`src/rtl/maxfinder_pkg.sv`:
```
// Shared widths, timeout default and FSM state encoding for the maxfinder driver.
package maxfinder_pkg;
    localparam int MF_DW      = 5;
    localparam int MF_TIMEOUT = 64;
    localparam int CNT_W      = 8;

    typedef enum logic [1:0] {
        S_IDLE  = 2'd0,
        S_START = 2'd1,
        S_WAIT  = 2'd2,
        S_OUT   = 2'd3
    } state_t;
endpackage

```
`src/rtl/mf_timeout_ctr.sv`:
```
// Purpose: WAIT-cycle counter; tc flags the cycle whose increment would reach TERM.
// Latency: tc is combinational from the current count and en.
// Backpressure: none; holds its count when en is low.
module mf_timeout_ctr
    import maxfinder_pkg::*;
#(
    parameter int TERM = MF_TIMEOUT - 1
) (
    input  logic clk,
    input  logic rst,
    input  logic clr,
    input  logic en,
    output logic tc
);
    logic [CNT_W-1:0] cnt;

    always_ff @(posedge clk or negedge rst) begin
        if (!rst) begin
            cnt <= '0;
        end else if (clr) begin
            cnt <= '0;
        end else if (en) begin
            cnt <= cnt + 1'b1;
        end
    end

    assign tc = en && (cnt == CNT_W'(TERM - 1));
endmodule

```
`src/rtl/maxfinder_driver.sv`:
```
// Purpose: registers one operand set, pulses the maxfinder, returns its result or a timeout.
// Latency: mf_start 1 cycle after acceptance; out_valid 1 cycle after mf_done or terminal count.
// Backpressure: result held in OUT until out_ready; no new set accepted until IDLE.
module maxfinder_driver
    import maxfinder_pkg::*;
#(
    parameter int TIMEOUT = MF_TIMEOUT,
    parameter int DW      = MF_DW
) (
    input  logic          clk,
    input  logic          rst,
    input  logic          in_valid,
    output logic          in_ready,
    input  logic [DW-1:0] in_x1,
    input  logic [DW-1:0] in_x2,
    input  logic [DW-1:0] in_x3,
    input  logic [DW-1:0] in_x4,
    input  logic [DW-1:0] in_eps,
    output logic          mf_start,
    output logic [DW-1:0] mf_x1,
    output logic [DW-1:0] mf_x2,
    output logic [DW-1:0] mf_x3,
    output logic [DW-1:0] mf_x4,
    output logic [DW-1:0] mf_eps,
    input  logic          mf_done,
    input  logic [DW-1:0] mf_result,
    output logic          out_valid,
    input  logic          out_ready,
    output logic [DW-1:0] out_result,
    output logic          out_timeout,
    output logic          busy
);
    state_t state, state_nxt;
    logic   tc;

    mf_timeout_ctr #(.TERM(TIMEOUT - 1)) u_ctr (
        .clk (clk),
        .rst (rst),
        .clr (state == S_START),
        .en  (state == S_WAIT),
        .tc  (tc)
    );

    always_ff @(posedge clk or negedge rst) begin
        if (!rst) begin
            state <= S_IDLE;
        end else begin
            state <= state_nxt;
        end
    end

    always_comb begin
        state_nxt = state;
        case (state)
            S_IDLE:  if (in_valid) state_nxt = S_START;
            S_START: state_nxt = S_WAIT;
            S_WAIT:  if (mf_done || tc) state_nxt = S_OUT;
            S_OUT:   if (out_ready) state_nxt = S_IDLE;
            default: state_nxt = S_IDLE;
        endcase
    end

    // in_ready is gated by rst so it stays low for the whole reset window.
    always_comb begin
        in_ready  = rst && (state == S_IDLE);
        mf_start  = (state == S_START);
        out_valid = (state == S_OUT);
        busy      = (state != S_IDLE);
    end

    always_ff @(posedge clk or negedge rst) begin
        if (!rst) begin
            mf_x1       <= '0;
            mf_x2       <= '0;
            mf_x3       <= '0;
            mf_x4       <= '0;
            mf_eps      <= '0;
            out_result  <= '0;
            out_timeout <= 1'b0;
        end else begin
            if (state == S_IDLE && in_valid) begin
                mf_x1  <= in_x1;
                mf_x2  <= in_x2;
                mf_x3  <= in_x3;
                mf_x4  <= in_x4;
                mf_eps <= in_eps;
            end
            // A completion on the terminal-count cycle still counts as a real result.
            if (state == S_WAIT) begin
                if (mf_done) begin
                    out_result  <= mf_result;
                    out_timeout <= 1'b0;
                end else if (tc) begin
                    out_result  <= '0;
                    out_timeout <= 1'b1;
                end
            end
        end
    end
endmodule

```
`config.mk`:
```
export PLATFORM = sky130hd
export DESIGN_NAME = maxfinder_driver
export DESIGN_NICKNAME = d
export VERILOG_FILES = /design/src/rtl/maxfinder_pkg.sv /design/src/rtl/mf_timeout_ctr.sv /design/src/rtl/maxfinder_driver.sv
export SDC_FILE = /design/constraint.sdc
export NUM_CORES = 1
export LEC_CHECK = 0
export CAP_MARGIN = 30
export CORE_MARGIN = 8
export CORE_UTILIZATION = 35
export DETAILED_ROUTE_END_ITERATION = 12
export PLACE_DENSITY = 0.67
export SYNTH_ARGS = -nofsm -noshare
export SYNTH_HDL_FRONTEND = slang
export SYNTH_SLANG_ARGS = --single-unit
```
`constraint.sdc`:
```
create_clock -name clk -period 2.08 [get_ports clk]
set_input_delay 0.416 -clock clk [delete_from_list [all_inputs] [get_ports clk]]
set_output_delay 0.416 -clock clk [all_outputs]
set_load 0.05 [all_outputs]
```
==> Yosys cells after proc, flatten, opt, wreduce, memory -nomap -nowiden <==
Index checks and enable logic that the tools add are counted.
{ "totals": {"regBits": 41, "output_inout_bits": 35, "elab_cells": 37, "input_bits": 35} }
{ "op_classes": {"mux": 10, "add_sub_neg": 1, "eq_ne": 7, "reduce_logical": 10} }
{ "op_table": {"columns": ["operator", "n"], "rows": [
  ["two-way mux 8 bit", 2],
  ["two-way mux 5 bit", 2],
  ["adder 8 x 1 -> 8 bit, second input constant", 1],
  ["== test 8 x 6 -> 1 bit, second input constant", 1],
  ["one-hot mux 2 bit (4 select lines)", 1],
  ["two-way mux 2 bit", 3],
  ["nonzero test 2 bit", 3],
  ["== test 2 bit, second input constant", 2],
  ["inequality test 2 bit, second input constant", 2],
  ["logical AND 1 bit", 3],
  ["AND reduction 3 bit", 1],
  ["== test 2 x 1 -> 1 bit, second input constant", 1],
  ["logical NOT 2 bit", 1],
  ["two-way mux 1 bit", 2],
  ["inequality test 2 x 1 -> 1 bit, second input constant", 1],
  ["AND reduction 2 bit", 1],
  ["logical OR 1 bit", 1]
]} }

==> Logic depth before layout (Yosys ltp) <==
{ "depth": {"word_depth": 5, "ltp_mapped": 6, "mapped_depth_nobuf": 5} }

==> By module <==
A second synthesis with hierarchy kept.
{ "hier_totals": {"hier_cells": 129, "hier_area_um2": 1747.9} }
{ "by_module_without_submodules": {"columns": ["mod", "instances", "cells_each", "area_per_inst_um2", "seq_area_each_um2"], "rows": [
  ["maxfinder_driver", 1, 88, 1323.8, 825.8],
  ["mf_timeout_ctr", 1, 41, 424.2, 200.2]
]} }

==> Worst setup path before layout <==
OpenSTA, ideal clock, no wires.
{ "synth_path": {"path_kind": "reg-to-reg", "from": "register state[1]", "to": "register u_ctr.cnt[1]", "arrival_ps": 1561, "setup_ps": 125, "setup_slack_ps": 394, "n_path_buf": 1, "t_required_ps": 1955, "period_less_slack_ps": 1686, "path_stages_with_launch": 6, "path_cell_list": "dfrtp_1 inv_1 ha_1 clkbuf_1 nor2_1 mux2_2"} }
{ "synth_via": {"elab_chain_cells": 2, "word_cells_on_any_way": 4, "classes_between": "eq/ne (2); mux (1); reduce/logical (1)"} }
{ "synth_rtl": {"columns": ["element", "line", "source"], "rows": [
  ["start: declaration", "maxfinder_driver.sv:33", "state_t state, state_nxt;"],
  ["start signal: assignment", "maxfinder_driver.sv:48", "state <= state_nxt;"],
  ["== test 2 x 1 -> 1 bit (*)", null, null],
  ["net mf_start", "maxfinder_driver.sv:19", "output logic mf_start,"],
  ["two-way mux 8 bit / nonzero test 2 bit (equally long branches)", null, null],
  ["end signal: assignment", "mf_timeout_ctr.sv:23", "cnt <= cnt + 1'b1;"],
  ["end: declaration", "mf_timeout_ctr.sv:15", "logic [CNT_W-1:0] cnt;"]
]} }
Mark *: on every way through the listed nets, which the timed path passes. The rest lies on a longest branch.
A chain may end at the register's enable or synchronous reset.

==> Final worst setup path <==
{ "layout_path": {"from": "register state[1]", "to": "output mf_start"} }
{ "layout_via": {"elab_chain_cells": 1} }
{ "layout_rtl": {"columns": ["element", "line", "source"], "rows": [
  ["== test 2 x 1 -> 1 bit", "maxfinder_driver.sv:66", "mf_start = (state == S_START);"],
  ["end: declaration", "maxfinder_driver.sv:19", null]
]} }
Every way passes these cells.

==> impl_metrics.env <==
export IMPL_antennaDiodeCount=0
export IMPL_maxCapViolations=0
export IMPL_grt_pass1_wl_um=7180
export IMPL_port_buffers=69
export IMPL_synth_cells=156
export IMPL_grt_max_degree=42
export IMPL_cp_num_buf_inv=2
export IMPL_cts_setup_buffers=0
export IMPL_routed_via_density=4.90
export IMPL_outcome="complete, no violations"
export IMPL_insertion_delay_ps=290
export IMPL_synth_area_leaders="dfrtp_1 54%, mux2_2 15%, ha_1 4.6%"
export IMPL_cts_max_level=2
export IMPL_io_pins=70
export IMPL_synthArstFlopShare=1.00
export IMPL_clkTransAtPathRegs_ps=80
export IMPL_start_kind="register"
export IMPL_ys_ff_latch=41
export IMPL_fp_dieH_um=89.5
export IMPL_wl_per_cell_um=14.7
export IMPL_fin_area_um2=2810
export IMPL_synth_ff_type="dfrtp_1"
export IMPL_place_gp_congestion=0.816
export IMPL_initial_utilization=0.366
export IMPL_yosysMostFrequentCell="dfrtp_1"
export IMPL_core_area_um2=5170
export IMPL_setup_tns_ps=0
export IMPL_drc=0
export IMPL_cts_buffers=5
export IMPL_gr_total_overflow=0
export IMPL_path_cells="inv_1 > ha_1 > buf_12"
export IMPL_clock_sinks=41
export IMPL_peakVddDrop_uv=836
export IMPL_netlist_area_um2=1890
export IMPL_maxSlewHeadroom=0.646
export IMPL_antenna_found_initial=0
export IMPL_synth_edf_count=0
export IMPL_layout_min_cycle_time_ps=1920
export IMPL_p_per_area_nw_per_um2=1830
export IMPL_clockBufferDepth=2
export IMPL_track_usage=0.116
export IMPL_cts_hold_buffers=0
export IMPL_critical_path_class="register to output port"
export IMPL_pre_cts_ws_ps=315
export IMPL_cts_tree="built"
export IMPL_leakagePower_nw=1.23
export IMPL_cts_root_buf="clkbuf_8"
export IMPL_drive_gt1_frac=0.199
export IMPL_fin_ws_ps=158
export IMPL_slew_violations=0
export IMPL_cpLargestDelayFamily="adder cells"
export IMPL_hold_path_class="input port to async pin"
export IMPL_slowest_stage="ha_1"
export IMPL_cts_resized=0
export IMPL_ys_seq_area_frac=0.542
export IMPL_die_area_um2=8010
export IMPL_die_w_um=89.5
export IMPL_synthDominantCellAreaShare=0.542
export IMPL_syn_area_per_cell_um2=12.1
export IMPL_cp_data_required_time_ps=1660
export IMPL_post_synth_top_area_cell="dfrtp_1"
export IMPL_tightest_slew_ps=529
export IMPL_cpPeakStageDelay_ps=470
export IMPL_syn2layout_area_growth_pct=48.7
export IMPL_ant_nets=0
export IMPL_cp_max_fo=10
export IMPL_nets=272
export IMPL_syn_num_nets=198
export IMPL_routed_wl_um=4420
export IMPL_grt_setup_unrepaired="no"
export IMPL_setup_viol=0
export IMPL_crit_arrival_ps=1510
export IMPL_total_power_mw=5.14
export IMPL_vias=1474
export IMPL_synthDistinctLibCells=32
export IMPL_crit_path_end_kind="output port"
export IMPL_fin_skew_ps=10.6
export IMPL_rows=26
export IMPL_firstDrtPassIters=4
export IMPL_hpwl_um=3220
export IMPL_clock_fmax_mhz=520
export IMPL_ys_warn_count=0
export IMPL_holdWs_ps=193
export IMPL_final_period_utilization=0.924
export IMPL_synth_top_cells_by_count="41 x dfrtp_1, 26 x mux2_2, 13 x inv_1"
export IMPL_dpl_cell_area_um2=2700
export IMPL_drt_initial_drc_count=40
export IMPL_grt_pass1_vias=1502
export IMPL_finalHoldViolations=0
## final cells by class
type | count | area (um2)
tap | 70 | 87.6
inverter | 13 | 48.8
timing repair buffer | 73 | 743
fill | 450 | 2360
sequential | 41 | 1030
clock inverter | 1 | 30.0
multi-input combinational | 96 | 792
clock buffer | 7 | 86.3
## power breakdown
part | switching, mW | internal, mW
clock | 0.261 | 0.391
sequential | 0.255 | 1.17
combinational | 1.85 | 1.21
## final timing paths
path	from	endpoint	slack [ps]	depth (start not counted)
setup reg to reg	state[1]	u_ctr.cnt[7]	290	5
hold reg to reg	mf_x1[4]	mf_x1[4]	510	1
max in group asynchronous	rst	mf_x2[4]	1520	2
min in group clk	mf_x1[4]	mf_x1[4]	510	1
setup / recovery	state[1]	mf_start	160	3
hold / removal	rst	mf_eps[3]	190	2
## per-stage QoR
stage	util	cells
2_1_floorplan	-	156
3_3_place_gp	0.522	293
3_5_place_dp	0.522	293
4_1_cts	0.544	301
5_1_grt	0.544	301
6_report	0.544	301
## kinds of logic (layout without fill, tap and decap cells)
group,after synthesis,after routing,share of synthesized area
mux,28,28,0.165
simple gates,38,38,0.120
flops,41,41,0.542
buf+inv,19,94,0.0390
fa+ha+maj,7,7,0.0463
compound gates,23,23,0.0873
## registers in the layout, summed over array words and instances (netlist names)
register	flops
u_ctr.cnt	8
mf_eps	5
mf_x1	5
mf_x2	5
mf_x3	5
mf_x4	5
out_result	5
state	2
out_timeout	1
## cells in the final DEF (no fill, tap or decap), types with 4 or more instances in the layout
| cell type | Yosys | final |
|---|---|---|
| o21ai_0 | 5 | 5 |
| nor2b_1 | 5 | 5 |
| nand2_1 | 6 | 6 |
| dfrtp_1 | 41 | 41 |
| inv_1 | 13 | 13 |
| nor2_1 | 4 | 4 |
| nand2b_1 | 6 | 6 |
| buf_4 | 0 | 5 |
| nand3_1 | 7 | 7 |
| clkbuf_8 | 0 | 6 |
| mux2_2 | 26 | 26 |
| ha_1 | 7 | 7 |
| clkdlybuf4s50_1 | 0 | 64 |
| o221ai_1 | 5 | 5 |
## layer usage
layer / track usage / wire, um / vias up
li1: - / - / 699
met1: 0.144 / 1910 / 721
met2: 0.185 / 2020 / 50
met3: 0.0404 / 457 / 4
met4: 0.0363 / 32 / 0
met5: 0 / 0 / -
Note: power is estimated with default switching activity, not from simulation.
